==> config.mk <==
export PLATFORM = sky130hd
export DESIGN_NAME = morse_sequencer
export DESIGN_NICKNAME = d
export VERILOG_FILES = /design/src/rtl/morse_pkg.sv /design/src/rtl/morse_fifo.sv /design/src/rtl/morse_sequencer.sv
export SDC_FILE = /design/constraint.sdc
export NUM_CORES = 1
export LEC_CHECK = 0
export BUFFER_PORTS_ARGS = -buffer_cell sky130_fd_sc_hd__buf_2
export CAP_MARGIN = 25
export CORE_MARGIN = 2
export CORE_UTILIZATION = 35
export CTS_CLUSTER_DIAMETER = 60
export DETAILED_ROUTE_END_ITERATION = 8
export REMOVE_ABC_BUFFERS = 1
export SLEW_MARGIN = 40
export SYNTH_ARGS = -nofsm -noshare
export SYNTH_HDL_FRONTEND = slang
export SYNTH_SLANG_ARGS = --single-unit
==> constraint.sdc <==
create_clock -name clock -period 2.43 [get_ports clock]
set_clock_uncertainty 0.2 [all_clocks]
set_input_delay 0.1215 -clock clock [delete_from_list [all_inputs] [get_ports clock]]
set_output_delay 0.1215 -clock clock [all_outputs]
set_load 0.005 [all_outputs]
==> src/rtl/morse_pkg.sv <==
// ----------------------------------------------------------------------------
// morse_pkg
// Shared types and constants for the Morse letter sequencer.
//   letter_code_t  3-bit letter code, 0=A ... 7=H
//   PAT_W_DEFAULT  symbols per letter pattern
//   PAT_A..PAT_H   on/off symbol patterns, MSB played first
//   seq_state_t    sequencer FSM states
//   pattern_of()   pattern ROM lookup
// ----------------------------------------------------------------------------
package morse_pkg;

  localparam int PAT_W_DEFAULT = 12;

  typedef logic [2:0]               letter_code_t;
  typedef logic [PAT_W_DEFAULT-1:0] pattern_t;

  localparam pattern_t PAT_A = 12'b010111000000;
  localparam pattern_t PAT_B = 12'b011101010100;
  localparam pattern_t PAT_C = 12'b011101011101;
  localparam pattern_t PAT_D = 12'b011101010000;
  localparam pattern_t PAT_E = 12'b010000000000;
  localparam pattern_t PAT_F = 12'b010101110100;
  localparam pattern_t PAT_G = 12'b011101110100;
  localparam pattern_t PAT_H = 12'b010101010000;

  typedef enum logic [1:0] {
    IDLE  = 2'd0,
    LOAD  = 2'd1,
    SHIFT = 2'd2,
    GAP   = 2'd3
  } seq_state_t;

  function automatic pattern_t pattern_of(letter_code_t code);
    pattern_t pat;
    pat = PAT_A;
    case (code)
      3'd0: pat = PAT_A;
      3'd1: pat = PAT_B;
      3'd2: pat = PAT_C;
      3'd3: pat = PAT_D;
      3'd4: pat = PAT_E;
      3'd5: pat = PAT_F;
      3'd6: pat = PAT_G;
      3'd7: pat = PAT_H;
    endcase
    return pat;
  endfunction

endpackage

==> src/rtl/morse_fifo.sv <==
// ----------------------------------------------------------------------------
// morse_fifo
// Small synchronous FIFO with a synchronous flush; DEPTH must be a power of 2.
// Ports:
//   i_clock    clock
//   i_reset    synchronous active-high reset (empties the FIFO)
//   i_flush    synchronous flush, same effect as reset on the pointers
//   i_push     write i_wr_data (ignored when full)
//   i_pop      drop the head entry (ignored when empty)
//   i_wr_data  data to write
//   o_rd_data  head entry (valid when !o_empty)
//   o_full     DEPTH entries stored
//   o_empty    no entries stored
// ----------------------------------------------------------------------------
module morse_fifo #(
  parameter int DEPTH = 4,
  parameter int WIDTH = 3
) (
  input  logic             i_clock,
  input  logic             i_reset,
  input  logic             i_flush,
  input  logic             i_push,
  input  logic             i_pop,
  input  logic [WIDTH-1:0] i_wr_data,
  output logic [WIDTH-1:0] o_rd_data,
  output logic             o_full,
  output logic             o_empty
);

  localparam int AW = (DEPTH > 1) ? $clog2(DEPTH) : 1;
  localparam int CW = $clog2(DEPTH + 1);

  logic [WIDTH-1:0] r_mem [DEPTH];
  logic [AW-1:0]    r_wr_ptr;
  logic [AW-1:0]    r_rd_ptr;
  logic [CW-1:0]    r_count;
  logic             w_do_push;
  logic             w_do_pop;

  assign o_full    = (r_count == CW'(DEPTH));
  assign o_empty   = (r_count == '0);
  assign o_rd_data = r_mem[r_rd_ptr];
  assign w_do_push = i_push && !o_full;
  assign w_do_pop  = i_pop && !o_empty;

  // Pointers wrap naturally because DEPTH is a power of 2.
  always_ff @(posedge i_clock) begin
    // NOTE: sequential state uses non-blocking assignments so every register
    // samples pre-edge values regardless of statement order.
    if (i_reset || i_flush) begin
      r_wr_ptr <= '0;
      r_rd_ptr <= '0;
      r_count  <= '0;
    end else begin
      if (w_do_push) r_wr_ptr <= r_wr_ptr + AW'(1);
      if (w_do_pop)  r_rd_ptr <= r_rd_ptr + AW'(1);
      case ({w_do_push, w_do_pop})
        2'b10:   r_count <= r_count + CW'(1);
        2'b01:   r_count <= r_count - CW'(1);
        default: r_count <= r_count;
      endcase
    end
  end

  // NOTE: storage is deliberately not reset; the count and pointers define
  // which entries are meaningful, so clearing the array would only cost logic.
  always_ff @(posedge i_clock) begin
    if (w_do_push && !i_reset && !i_flush) r_mem[r_wr_ptr] <= i_wr_data;
  end

endmodule

==> src/rtl/morse_sequencer.sv <==
// ----------------------------------------------------------------------------
// morse_sequencer
// Queues 3-bit letter codes (A-H) and plays each letter's 12-symbol on/off
// pattern on a single LED, one symbol per tick, followed by a silent gap.
// Ports:
//   clock        system clock
//   reset        synchronous active-high reset
//   in_valid     letter code offered
//   in_ready     FIFO can accept (!full && !abort)
//   in_code      letter code, 0=A ... 7=H
//   abort        synchronous flush of the queue and the current letter
//   led          Morse output
//   busy         a letter is in progress or queued
//   letter_done  one-cycle pulse after a letter's gap completes
// ----------------------------------------------------------------------------
module morse_sequencer
  import morse_pkg::*;
#(
  parameter int TICK_DIV   = 25_000_000,
  parameter int PAT_W      = PAT_W_DEFAULT,
  parameter int GAP_TICKS  = 3,
  parameter int FIFO_DEPTH = 4
) (
  input  logic       clock,
  input  logic       reset,
  input  logic       in_valid,
  output logic       in_ready,
  input  logic [2:0] in_code,
  input  logic       abort,
  output logic       led,
  output logic       busy,
  output logic       letter_done
);

  localparam int TICK_W = $clog2(TICK_DIV);
  localparam int SYM_W  = $clog2(PAT_W + 1);
  localparam int GAP_W  = $clog2(GAP_TICKS + 1);
  localparam logic [TICK_W-1:0] TICK_RELOAD = TICK_W'(TICK_DIV - 1);

  seq_state_t        r_state;
  seq_state_t        w_next_state;
  logic [PAT_W-1:0]  r_shift;
  logic [SYM_W-1:0]  r_sym_cnt;
  logic [GAP_W-1:0]  r_gap_cnt;
  logic [TICK_W-1:0] r_tick_cnt;
  logic              r_letter_done;

  letter_code_t      w_head;
  logic              w_full;
  logic              w_empty;
  logic              w_push;
  logic              w_pop;
  logic              w_tick;
  logic              w_last_symbol;
  logic              w_last_gap;

  assign in_ready      = !w_full && !abort;
  assign w_push        = in_valid && in_ready;
  assign w_pop         = (r_state == LOAD);
  assign w_tick        = (r_tick_cnt == '0);
  assign w_last_symbol = w_tick && (r_sym_cnt == SYM_W'(1));
  assign w_last_gap    = w_tick && (r_gap_cnt == GAP_W'(1));
  assign letter_done   = r_letter_done;

  morse_fifo #(
    .DEPTH (FIFO_DEPTH),
    .WIDTH ($bits(letter_code_t))
  ) u_fifo (
    .i_clock   (clock),
    .i_reset   (reset),
    .i_flush   (abort),
    .i_push    (w_push),
    .i_pop     (w_pop),
    .i_wr_data (in_code),
    .o_rd_data (w_head),
    .o_full    (w_full),
    .o_empty   (w_empty)
  );

  always_ff @(posedge clock) begin
    if (reset) r_state <= IDLE;
    else       r_state <= w_next_state;
  end

  // Next state and state-derived outputs; nothing here depends on the
  // handshake inputs except abort's redirect of the next state.
  always_comb begin
    // NOTE: every output of this block gets a default first so no path
    // through the case can leave a latch behind.
    w_next_state = r_state;
    led          = 1'b0;
    busy         = (r_state != IDLE) || !w_empty;
    case (r_state)
      IDLE:  if (!w_empty) w_next_state = LOAD;
      LOAD:  w_next_state = SHIFT;
      SHIFT: begin
        led = r_shift[PAT_W-1];
        if (w_last_symbol) w_next_state = GAP;
      end
      GAP:   if (w_last_gap) w_next_state = IDLE;
      default: w_next_state = IDLE;
    endcase
    if (abort) w_next_state = IDLE;
  end

  // Datapath: pattern shifter and the tick/symbol/gap counters. The tick
  // counter runs continuously through SHIFT into GAP so both phases see
  // whole TICK_DIV-cycle symbols.
  always_ff @(posedge clock) begin
    if (reset) begin
      r_shift       <= '0;
      r_sym_cnt     <= '0;
      r_gap_cnt     <= '0;
      r_tick_cnt    <= '0;
      r_letter_done <= 1'b0;
    end else begin
      r_letter_done <= (r_state == GAP) && w_last_gap && !abort;
      if (abort) begin
        r_shift <= '0;
      end else begin
        case (r_state)
          LOAD: begin
            r_shift    <= PAT_W'(pattern_of(w_head));
            r_sym_cnt  <= SYM_W'(PAT_W);
            r_tick_cnt <= TICK_RELOAD;
          end
          SHIFT: begin
            r_tick_cnt <= w_tick ? TICK_RELOAD : r_tick_cnt - TICK_W'(1);
            if (w_tick) begin
              r_shift   <= {r_shift[PAT_W-2:0], 1'b0};
              r_sym_cnt <= r_sym_cnt - SYM_W'(1);
            end
            if (w_last_symbol) r_gap_cnt <= GAP_W'(GAP_TICKS);
          end
          GAP: begin
            r_tick_cnt <= w_tick ? TICK_RELOAD : r_tick_cnt - TICK_W'(1);
            if (w_tick) r_gap_cnt <= r_gap_cnt - GAP_W'(1);
          end
          default: ;
        endcase
      end
    end
  end

endmodule

======== Word-level counts from Yosys, hierarchy flattened ========
Memory sizes are Yosys's and may differ from the RTL's. A register that Yosys moved wholly into a read port is not among the register bits.
Index checks and enable logic that the tools add are counted.
storage, ports and cells
  memory bits (read-only) ................. 72
  RAM bits ................................ 12
  output and inout bits ................... 4
  bits in registers ....................... 53
  bits in latches ......................... 0
  memories ................................ 2
  word-level logic and storage cells ...... 81
  bits of input ports ..................... 7
memories
  memory            depth  bits a word  rd ports  clocked after Yosys merged registers in  write ports  line              source
  (name not given)  8      9            1         0                                        0            morse_pkg.sv:36   case (code)
  u_fifo.r_mem      4      3            1         1                                        1            morse_fifo.sv:33  logic [WIDTH-1:0] r_mem [DEPTH];
cells by class
  $lt $le $gt $ge ......................... 0
  mux-type cells .......................... 18
  reductions and logical operators ........ 31
  shift operators ......................... 0
  equality and inequality tests ........... 13
  $add $sub $neg .......................... 7
  multiply operators ...................... 0
  divide/modulo/power cells ............... 0
  bitwise logic cells ..................... 1
operators with widths
  kind                                                number
  case mux 25 bit (2 select lines)                    1
  logical NOT 25 bit                                  1
  2-to-1 mux 25 bit                                   1
  subtractor 25 x 1 -> 25 bit, second input constant  1
  case mux 12 bit (2 select lines)                    1
  2-to-1 mux 12 bit                                   1
  2-to-1 mux 2 bit                                    6
  logical AND 1 bit                                   10
  != test 2 bit, second input constant                5
  nonzero test 2 bit                                  5
  case mux 2 bit (4 select lines)                     1
  case mux 4 bit (2 select lines)                     1
  == test 2 x 1 -> 1 bit, second input constant       3
  == test 2 bit, second input constant                3
  case mux 3 bit (2 select lines)                     1
  AND reduction 3 bit                                 2
  adder 2 x 1 -> 2 bit, second input constant         2
  == test 4 x 1 -> 1 bit, second input constant       1
  logical NOT 1 bit                                   4
  2-to-1 mux 4 bit                                    1
  case mux 2 bit (2 select lines)                     1
  AND reduction 2 bit                                 2
  AND reduction 4 bit                                 1
  OR reduction 2 bit                                  2
  10 further kinds                                    13

======== Logic depth before layout (Yosys ltp) ========
Gate-level depths: netlist of run 1.
  word-level depth ........................ 9
  depth in mapped cells ................... 9

======== Hierarchy ========
Synthesis of run 1 repeated with hierarchy kept, for this count alone.
second synthesis, totals
  cells, all modules ...................... 348
  area, all modules ....................... 3325.7 um^2
by module, submodules not included
  module           times used  cells each  seq. area each (um^2)  area each (um^2)
  morse_sequencer  1           278         920.9                  2412.3
  morse_fifo       1           70          540.5                  913.4

======== Worst setup path before layout of run 1 ========
Ideal clock, no wire load.
  path kind ............................... register to register
  start ................................... reg r_state[0]
  end ..................................... reg r_tick_cnt[23]
  data arrival time ....................... 2.018 ns
  stages on the path, launching flop included .. 8
  setup slack ............................. 0.092 ns
  buffers on the path ..................... 0
  cells stage by stage .................... dfxtp_1 -> inv_1 -> ha_1 -> or4_1 -> or4_4 -> nor4_2 -> xnor2_1 -> nor2_1
between the ends
  longest elaborated chain between the ends .. 4
  elaborated cells between the ends (all ways) .. 7
  those cells by class .................... 3 x eq/ne; 1 x mux; 3 x reduce/logical
RTL lines
  element                        line                    source
  from (decl)                    morse_sequencer.sv:40   seq_state_t r_state;
  from (signal assigned)         morse_sequencer.sv:82   else r_state <= w_next_state;
  == test 2 bit                  morse_sequencer.sv:121  case (r_state)
  OR reduction 2 bit (no line)   -
  nonzero test 2 bit (no line)   -
  AND reduction 2 bit (no line)  -
  to (signal assigned)           morse_sequencer.sv:128  r_tick_cnt <= w_tick ? TICK_RELOAD : r_tick_cnt - TICK_W'(1);
  to (signal assigned)           morse_sequencer.sv:136  r_tick_cnt <= w_tick ? TICK_RELOAD : r_tick_cnt - TICK_W'(1);
  to (decl)                      morse_sequencer.sv:45   logic [TICK_W-1:0] r_tick_cnt;
Parallel ways exist; a longest one is shown, timed or not.
A chain may end at the register's enable or synchronous reset.

======== Worst setup path after layout of run 1 ========
  start ................................... reg r_tick_cnt[6]
  end ..................................... reg r_state[0]
between the ends
  longest elaborated chain between the ends .. 4
  elaborated cells between the ends (all ways) .. 6
  those cells by class .................... 2 x eq/ne; 4 x reduce/logical
RTL lines
  element                               line                                          source
  logical NOT 25 bit (*)                morse_sequencer.sv:60                         assign w_tick = (r_tick_cnt == '0);
  logical AND 1 bit (on tied branches)  morse_sequencer.sv:62, morse_sequencer.sv:61
  != test 2 bit (no line)               -
  AND reduction 3 bit (no line) (*)     -
Mark *: on every way between the ends. The rest lies on a longest branch, timed or not.

==> results.md, run 1 <==
* DP HPWL at 4.76 mm
* Required time of the worst setup path at 2480 ps
* Final layout net count at 407
* Worst path cell trace: or4_4, buf_4, or4_1, o21ai_2, nand3_2, a221oi_2
* Post-synthesis register bit count at 67
* Area of the multi-input gates at 1740 um2
* Mapped Cells at 346
* Leak pwr at 1.43 nW
* Number of I/O pins at 11
* Routed wire per std cell at 13.6 um
* DRT antenna net count at 0
* Placed instance area at 3580 um2
* Clock sinks at 67
* Peak Freq at 424 MHz
* CTS H-tree depth at 3
* Relative max-transition margin at 57.9%
* Critical-path maximum fanout at 4
* Via count at 2592
* CTS tree: done
* Reg clk slew, reported paths at 70 ps
* Worst-Margin Slew at 627 ps
* CP Launch Type: flop
* Filler cell count at 864
* GRT Total Usage at 14.2%
* Final hold vios at 0
* Max Root-Sink Buffers at 2
* Met3 wire length at 226 um
* Most frequent cells in the layout: dfxtp_1 (54), nor2_1 (33), a21oi_1 (32)
* Fin util at 42.7%
* Met1 WL at 3.35 mm
* Max-Cap Viols at 0
* Most used flip-flop cell after synthesis: dfxtp_1
* Power Total at 2.50 mW
* Seq. cell area at 1460 um2
* DR pass1 iterations at 4
* Hold slack at 55.1 ps
* Die ar. at 10200 um2
* Critical R2R Capture: r_state[0]
* Finished Layout Cells at 499
* WL final at 6.78 mm
* Initial core utilization at 35.9%
* Worst reg-to-reg path cell count at 6
* Peak supply drop at 0.000301 V
* Final setup violation count at 0
* Chip width at 101 um
* Worst path bufs/invs at 1
* Final Slew Violations at 0
* Worst path arrival time at 2410 ps
* Gr ovfl total at 0
* Vias in the first global route at 2448
* Fraction of layout cells with a size suffix above 1 at 20.4%
* Synth unique cells at 57
* Register-to-register setup slack at 70 ps
* Final instance area at 3930 um2
* EDFF count, synth at 12
* Critical path's slowest cell: or4_4
* Core area at 9200 um2
* Post-Place Worst Slack at -1.04 ps
* WHS Path Cells at 4
* Post-synthesis sequential area ratio at 44.3%
* Num rows at 35
* Worst r2r src: r_tick_cnt[6]
* Hold path start: abort
* # diodes at 0
* Final cycle utilization of the critical path at 97.2%
* Pwr/cell area at 638 nW/um2
* Period minus WS final at 2360 ps
* Commonest non-fill, non-tap cell in the layout: dfxtp_1
* Final GP Congestion at 0.800
* Top sig layer: met4
* Synthesized area per cell at 9.54 um2
* Min-delay worst type: in2reg
* Post-Place Cells at 473
* Setup crit end kind: flop
* Clock latency on the worst-skew pair at 350 ps
* Initial antenna violation count at 0
* Status: complete, no violations
* Global-route wire length before repair at 11.6 mm
* Cell Area, Synth at 3300 um2
* Residual DRC at 0
* Layout area overhead at 18.9%
* Yosys warnings at 0
* Worst Hold Endpoint: r_gap_cnt[1]
* Async SR Flop Fraction at 0%
* Initial drt markers at 131
* Largest net degree at the start of global routing at 28
* CTS root buf: clkbuf_8
* Cts bufs inserted at 9
* WS Path Type: reg2reg
* Routed met2 length at 3.08 mm
* TNS Setup at 0 ps
* Via density per instance at 5.19
* Fin worst setup slack at 69.1 ps
* RSZ-0062 raised after global routing: yes
* DIE HEIGHT at 101 um
* CP max stage delay at 530 ps
* IO buf count at 10
* Family with the most delay on the worst path: simple AND/OR/NAND/NOR gates
-- area by class of cell --
| class | count | area share (%) |
|---|---|---|
| Timing Repair Buffer | 41 | 7.55 |
| Inverter | 20 | 1.91 |
| Tap cell | 111 | 3.54 |
| Clock buffer | 11 | 3.89 |
| Sequential cell | 67 | 37.3 |
| Clock inverter | 5 | 1.56 |
| Multi-Input combinational cell | 244 | 44.3 |
-- cell usage after synthesis (all sizes together) (2+ instances only) --
master / count / share of area, %
mux2i: 3 / 0.91
nor3: 12 / 1.8
or4: 7 / 1.9
nor4: 7 / 2.3
or3: 5 / 0.95
a21oi: 32 / 4.9
o22ai: 2 / 0.57
ha: 16 / 6.1
and2: 7 / 1.3
xor2: 14 / 3.7
edfxtp: 12 / 11
nand3: 14 / 2.3
o31ai: 3 / 0.83
mux4: 3 / 2.0
o21ai: 9 / 1.4
a31oi: 5 / 0.95
buf: 6 / 1.0
nor4b: 2 / 0.99
dfxtp: 55 / 33
nor2: 33 / 3.8
nand2b: 3 / 0.57
nand2: 19 / 2.2
clkbuf: 9 / 1.0
and3: 2 / 0.38
nor2b: 4 / 0.76
inv: 20 / 2.3
xnor2: 11 / 2.9
nand3b: 2 / 0.45
nand4: 6 / 1.1
a311oi: 4 / 1.1
a211oi: 4 / 0.91
a221oi: 2 / 0.72
-- timing repair --
action                                  in CTS  in global routing
gates resized for setup                      1                 11
pin swaps                                    0                  0
endpoints found under the setup margin       1                 14
hold endpoints to repair                    14                  0
gates cloned                                 0                  0
hold buffers                                 4                  0
setup buffers                                0                  6
-- cells by family after synthesis --
kind of cell    after synthesis  share of synthesized area, %
buf+inv                      35                          4.32
fa+ha+maj                    17                          6.67
simple gates                128                          22.1
mux                           6                          2.96
flops                        67                          44.3
xor+xnor                     25                          6.63
compound gates               68                          13.0
-- flip-flops by register name (all words and copies together) (netlist names), named ones only --
signal / flops
r_tick_cnt: 25
r_shift: 12
u_fifo.r_mem: 12
r_sym_cnt: 4
u_fifo.r_count: 3
r_gap_cnt: 2
r_state: 2
u_fifo.r_rd_ptr: 2
u_fifo.r_wr_ptr: 2
letter_done: 1
-- where the power goes --
part	internal, mW	switching, mW
combinational	0.159	0.191
clock	0.538	0.442
sequential	1.15	0.0226
-- how the worst max path moves through the flow --
stage,to,startpoint,cells past startpoint,slack [ps]
after floorplan,r_shift[5],r_tick_cnt[9],5,-210
after global placement,r_state[0],r_tick_cnt[9],5,60
after detailed placement,r_state[0],r_tick_cnt[9],5,-1
after CTS,r_state[0],r_tick_cnt[6],6,30
after global routing,u_fifo.r_count[2],r_state[1],9,-8
final,r_state[0],r_tick_cnt[6],6,70
-- worst reg2reg max path, stage by stage, from the launching register on --
cell and delay (ps):
dfxtp_1 350, or4_4 530, buf_4 160, or4_1 440
o21ai_2 180, nand3_2 120, a221oi_2 280
-- metal layers --
metal,GRT usage [%],up-vias
li1,-,1312
met1,19.8,1217
met2,21.6,53
met3,2.42,10
met4,6.24,0
met5,0,-
Note: power is estimated with default switching activity, not from simulation.
==> run 2: changes to the inputs <==
GPL_TIMING_DRIVEN = 0   (was not set)
SLEW_MARGIN = 20   (was 40)
==> results.md, run 2 (synthesis results as in run 1) <==
* Reg clk slew, reported paths at 70 ps (about the same)
* WL final at 6.67 mm (-1.7%)
* Register-to-register setup slack at 40 ps (-30 ps)
* CP endpoint: r_sym_cnt[3]
* Critical path's slowest cell: or4_4
* Regs by FF count: r_tick_cnt (25), r_shift (12), u_fifo.r_mem (12)
* Pwr/cell area at 663 nW/um2 (+3.9%)
* CTS root buf: clkbuf_8
* Clock network power share at 40.2% (+1.1 points)
* Placed instance area at 3430 um2 (-4.2%)
* Min-delay worst type: in2reg
* Status: complete, no violations
* Peak Freq at 418 MHz (-1.3%)
* DIE HEIGHT at 101 um (unchanged)
* Critical-path maximum fanout at 6 (+2)
* Required time of the worst setup path at 2490 ps (about the same)
* Relative max-transition margin at 62.3% (+4.4 points)
* Worst path cell trace: or4_4, or3_4, nor4b_4, o22ai_2, a311oi_1
* Number of I/O pins at 11 (unchanged)
* Commonest non-fill, non-tap cell in the layout: dfxtp_1
* Largest net degree at the start of global routing at 28 (unchanged)
* Layout area overhead at 17.8%
* Setup crit end kind: flop
* TNS Setup at 0 ps (unchanged)
* Core area at 9200 um2 (unchanged)
* Global-route wire length before repair at 10.9 mm (-6.2%)
* DP HPWL at 4.33 mm (-9.0%)
* CTS H-tree depth at 3 (unchanged)
* Worst reg-to-reg path cell count at 5 (-1)
* Chip width at 101 um (unchanged)
* Clock latency on the worst-skew pair at 350 ps (about the same)
* Final setup violation count at 0 (unchanged)
* Fin worst setup slack at 38.9 ps (-30.2 ps)
* Power Total at 2.58 mW (+2.9%)
* Cts bufs inserted at 9 (unchanged)
* Filler cell count at 866 (+0.23%)
* DR pass1 iterations at 4 (unchanged)
* Fraction of layout cells with a size suffix above 1 at 19.2% (-1.1 points)
* Max Root-Sink Buffers at 2 (unchanged)
* Clock sinks at 67 (unchanged)
* Most frequent cells in the layout: dfxtp_1 (51), a21oi_1 (32), nor2_1 (31)
* RSZ-0062 raised after global routing: yes
* Via density per instance at 5.26 (+1.3%)
* Final hold vios at 0 (unchanged)
* Residual DRC at 0 (unchanged)
* # diodes at 0 (unchanged)
* Via count at 2526 (-2.5%)
* Max-Cap Viols at 0 (unchanged)
* Initial antenna violation count at 0 (unchanged)
* Final cycle utilization of the critical path at 98.4% (+1.2 points)
* Post-Place Worst Slack at -442 ps (-441 ps)
* Num rows at 35 (unchanged)
* Final GP Congestion at 0.800 (about the same)
* Peak supply drop at 0.000264 V (-12%)
* Critical R2R Capture: r_sym_cnt[3]
* Sequential power share at 45.7% (-1.2 points)
* IO buf count at 10 (unchanged)
* Routed wire per std cell at 13.9 um (+2.2%)
* CTS tree: done
* Worst r2r src: r_tick_cnt[8]
* Gr ovfl total at 0 (unchanged)
* Sw Pwr at 667 uW (+1.7%)
* Leak pwr at 1.39 nW (-3.2%)
* CP max stage delay at 580 ps (+50 ps)
* GRT Total Usage at 13.6% (-0.62 points)
* Vias in the first global route at 2293 (-6.3%)
* Period minus WS final at 2390 ps (+30.2 ps)
* WS Path Type: reg2reg
* CP startpoint: r_tick_cnt[8]
* Sw Share at 25.9% (-0.31 points)
* CP Launch Type: flop
* Final layout net count at 388 (-4.7%)
* Initial core utilization at 35.9% (unchanged)
* Worst-Margin Slew at 561 ps (-65.8 ps)
* Initial drt markers at 145 (+11%)
* DRT antenna net count at 0 (unchanged)
* Final instance area at 3890 um2 (-0.92%)
* Register with the most flip-flops: r_tick_cnt
* Die ar. at 10200 um2 (unchanged)
* Cell Int Power at 1.91 mW (+3.4%)
* Comb pwr share at 14.1% (about the same)
* Final Slew Violations at 0 (unchanged)
* Max FFs per register at 25 (unchanged)
* Worst path arrival time at 2450 ps (+40 ps)
-- run 2: through the flow --
step	util [%]	instances	hold slack, ps
floorplan	-	331	-9.43
global placement	37.2	452	147
detailed placement	37.3	453	148
CTS	40.7	473	30.8
global route	42.3	480	58.0
finish	42.3	480	46.8
-- run 2: layout make-up --
class	instances	area, um2	area share [%]
clock buffers	11	141	3.64
flip-flops and latches	67	1470	37.7
well taps	111	139	3.57
clock inverters	5	77.6	1.99
multi-input cells	244	1840	47.2
repair buffers	22	154	3.96
inverters	20	75.1	1.93
-- run 2: how the worst min path moves through the flow --
stage	cells after the start	slack [ps]	start	endpoint
after detailed placement	1	150	in_code[1]	u_fifo.r_mem[1][1]
after floorplan	1	-9	reset	r_sym_cnt[0]
after global placement	1	150	in_code[2]	u_fifo.r_mem[2][2]
after global routing	2	60	reset	r_tick_cnt[13]
final	4	50	abort	r_gap_cnt[0]
after CTS	4	30	abort	r_gap_cnt[0]
-- run 2: power groups by stage --
stage | logic (mW) | clock network [mW] | registers (mW)
2_1_floorplan | 0.196 | 0 | 1.19
3_3_place_gp | 0.259 | 0 | 1.20
3_5_place_dp | 0.269 | 0 | 1.20
4_1_cts | 0.290 | 1.06 | 1.18
5_1_grt | 0.395 | 1.11 | 1.18
6_report | 0.363 | 1.04 | 1.18
-- run 2: what timing repair did --
item | in CTS | in global routing
gates cloned | 0 | 0
gates resized for setup | 13 | 18
endpoints found under the setup margin | 43 | 40
pin swaps | 0 | 10
setup buffers | 0 | 7
hold endpoints to repair | 14 | 0
hold buffers | 4 | 0
-- run 2: worst max-delay path: cells and delay by family, from the launching register on --
| family | cells | cell delay (ps) |
|---|---|---|
| flip-flops | 1 | 330 |
| AND/OR/NAND/NOR | 3 | 1420 |
| AO/OA/AOI/OAI | 2 | 340 |
-- run 2: layer usage --
metal | global-route usage [%] | vias to the layer above | wire [um]
met5 | 0 | - | 0
met4 | 6.03 | 0 | 112
met3 | 4.35 | 9 | 254
met2 | 19.9 | 42 | 3010
met1 | 18.3 | 1206 | 3290
li1 | - | 1269 | -
==> run 3: changes to the inputs <==
--- a/config.mk
+++ b/config.mk
@@ -10,3 +10,3 @@
 export CORE_MARGIN = 2
-export CORE_UTILIZATION = 35
+export CORE_UTILIZATION = 30
 export CTS_CLUSTER_DIAMETER = 60
@@ -19 +19,2 @@
 export SYNTH_SLANG_ARGS = --single-unit
+export TNS_END_PERCENT = 5
==> constraint.sdc (replaced) <==
create_clock -name clock -period 2.43 [get_ports clock]
set_clock_uncertainty 0.2 [all_clocks]
set_input_delay 0.486 -clock clock [delete_from_list [all_inputs] [get_ports clock]]
set_output_delay 0.486 -clock clock [all_outputs]
set_load 0.005 [all_outputs]
==> results.md, run 3 (synthesis results as in run 1) <==
* Final cycle utilization of the critical path at 99.3% (+0.94 points)
* Setup crit end kind: output port
* Clock sinks at 67 (unchanged)
* Vias in the first global route at 2369 (+3.3%)
* Clock latency on the worst-skew pair at 350 ps (about the same)
* RSZ-0062 raised after global routing: yes
* DP HPWL at 4.40 mm (+1.7%)
* Power Total at 2.49 mW (-3.3%)
* Hold slack at 154 ps (+107 ps)
* Family with the most delay on the worst path: adder cells
* Commonest non-fill, non-tap cell in the layout: dfxtp_1
* Register with the most flip-flops: r_tick_cnt
* Via density per instance at 4.92 (-6.5%)
* Max Root-Sink Buffers at 2 (unchanged)
* Placed instance area at 3460 um2 (+0.98%)
* Critical path's slowest cell: ha_2
* WS Path Type: reg2out
* Regs by FF count: r_tick_cnt (25), r_shift (12), u_fifo.r_mem (12)
* Layout area overhead at 16.1%
* Max FFs per register at 25 (unchanged)
* CP Launch Type: flop
* DRT antenna net count at 0 (unchanged)
* Die ar. at 11900 um2 (+16%)
* Pwr/cell area at 650 nW/um2 (-1.9%)
* CP max stage delay at 580 ps (about the same)
* Peak Freq at 414 MHz (-0.95%)
* Peak supply drop at 0.000255 V (-3.5%)
* # diodes at 0 (unchanged)
* Global-route wire length before repair at 10.8 mm (-0.44%)
* Core area at 10800 um2 (+17%)
* Num rows at 38 (+8.6%)
* Final layout net count at 380 (-2.1%)
* CTS H-tree depth at 3 (unchanged)
* Max-Cap Viols at 0 (unchanged)
* Via count at 2464 (-2.5%)
* Cts bufs inserted at 9 (unchanged)
* Gr ovfl total at 0 (unchanged)
* Final GP Congestion at 0.758 (-5.2%)
* Most frequent cells in the layout: dfxtp_1 (53), a21oi_1 (32), nor2_1 (31)
* Initial drt markers at 156 (+7.6%)
* DIE HEIGHT at 109 um (+7.7%)
* Period minus WS final at 2410 ps (+22.8 ps)
* Worst-Margin Slew at 574 ps (+12.2 ps)
* Leak pwr at 1.34 nW (-3.8%)
* WL final at 6.52 mm (-2.2%)
* Fraction of layout cells with a size suffix above 1 at 18.3% (-0.96 points)
* Worst path cell trace: inv_1, ha_2, and2_1, buf_2
* Required time of the worst setup path at 1740 ps (-750 ps)
* Status: complete, no violations
* Chip width at 109 um (+7.7%)
* Critical-path maximum fanout at 27 (+21)
* Residual DRC at 0 (unchanged)
* Final hold vios at 0 (unchanged)
* IO buf count at 10 (unchanged)
* CTS root buf: clkbuf_8
* CTS tree: done
* Worst path bufs/invs at 2 (+2)
* Worst path arrival time at 1730 ps (-720 ps)
* DR pass1 iterations at 4 (unchanged)
* Largest net degree at the start of global routing at 28 (unchanged)
* Reg clk slew, reported paths at 70 ps (about the same)
* Final setup violation count at 0 (unchanged)
* Final Slew Violations at 0 (unchanged)
* Number of I/O pins at 11 (unchanged)
* GRT Total Usage at 11.7% (-1.9 points)
* Relative max-transition margin at 61.5% (-0.82 points)
* Initial core utilization at 30.6% (-5.3 points)
* Min-delay worst type: in2reg
* Final instance area at 3830 um2 (-1.4%)
* Initial antenna violation count at 0 (unchanged)
* Routed wire per std cell at 13.0 um (-6.3%)
[run 3: cell count changes in the layout (fill, tap and decap cells not counted), moves of 2 or more]
cell	delta
dlygate4sd3_1	-4
nor3_2	-2
ha_2	+2
dfxtp_2	-2
buf_4	-3
ha_1	-2
dfxtp_1	+2
nor3_1	+2
[run 3: report_power, final]
part           internal (mW)  total [mW]  leakage [nW]  switching (mW)
Combinational          0.130       0.323         0.678           0.193
Sequential              1.15        1.18         0.553          0.0260
Clock                  0.570       0.991         0.104           0.421
[run 3: cell type report]
class                      count  area [um2]
clock buffer                  10         128
clock inverter                 6        81.3
fill                        1063        6960
inverter                      20        75.1
multi-input combinational    244        1830
sequential                    67        1460
tap                          140         175
timing repair buffer          14        80.1
[run 3: worst paths after layout]
kind | cells past startpoint | slack, ps | start | endpoint
setup / recovery | 4 | 20 | r_state[0] | led
hold / removal | 1 | 150 | in_code[1] | u_fifo.r_mem[0][1]
setup reg to reg | 7 | 50 | r_state[0] | r_tick_cnt[17]
hold reg to reg | 2 | 260 | r_shift[11] | r_shift[11]
[run 3: worst register-to-register path, cell delays in order, from the launching register on]
cell	delay, ps
dfxtp_2	350
inv_1	90
ha_2	220
or4_4	510
or4_4	480
nor3_1	210
xnor2_1	150
nor2_1	50
[run 3: stage by stage]
step / TNS, ps / instances / setup WS (ps) / utilization (%)
global placement: -17160 / 481 / -934 / 32.1
finish: 0 / 501 / 16.0 / 35.5
global route: -520 / 501 / -74.8 / 35.5
detailed placement: -11240 / 481 / -464 / 32.1
floorplan: -707 / 331 / -206 / -
CTS: -121 / 497 / -42.9 / 34.4
[run 3: metal layers]
layer  track usage, %  share of wire [%]  routed length (um)  up-vias
li1                 -                  -                   -     1252
met1             14.7                 49                3160     1171
met2             18.6                 46                3030       27
met3             2.69                2.4                 158       14
met4             6.04                2.6                 172        0
met5                0                  0                   0        -
[run 3: what timing repair did]
item	4_1_cts	5_1_grt
setup buffers	0	4
setup endpoints to repair	46	45
hold buffers	0	0
pin swaps	0	10
cloned	0	0
resized for setup	9	20
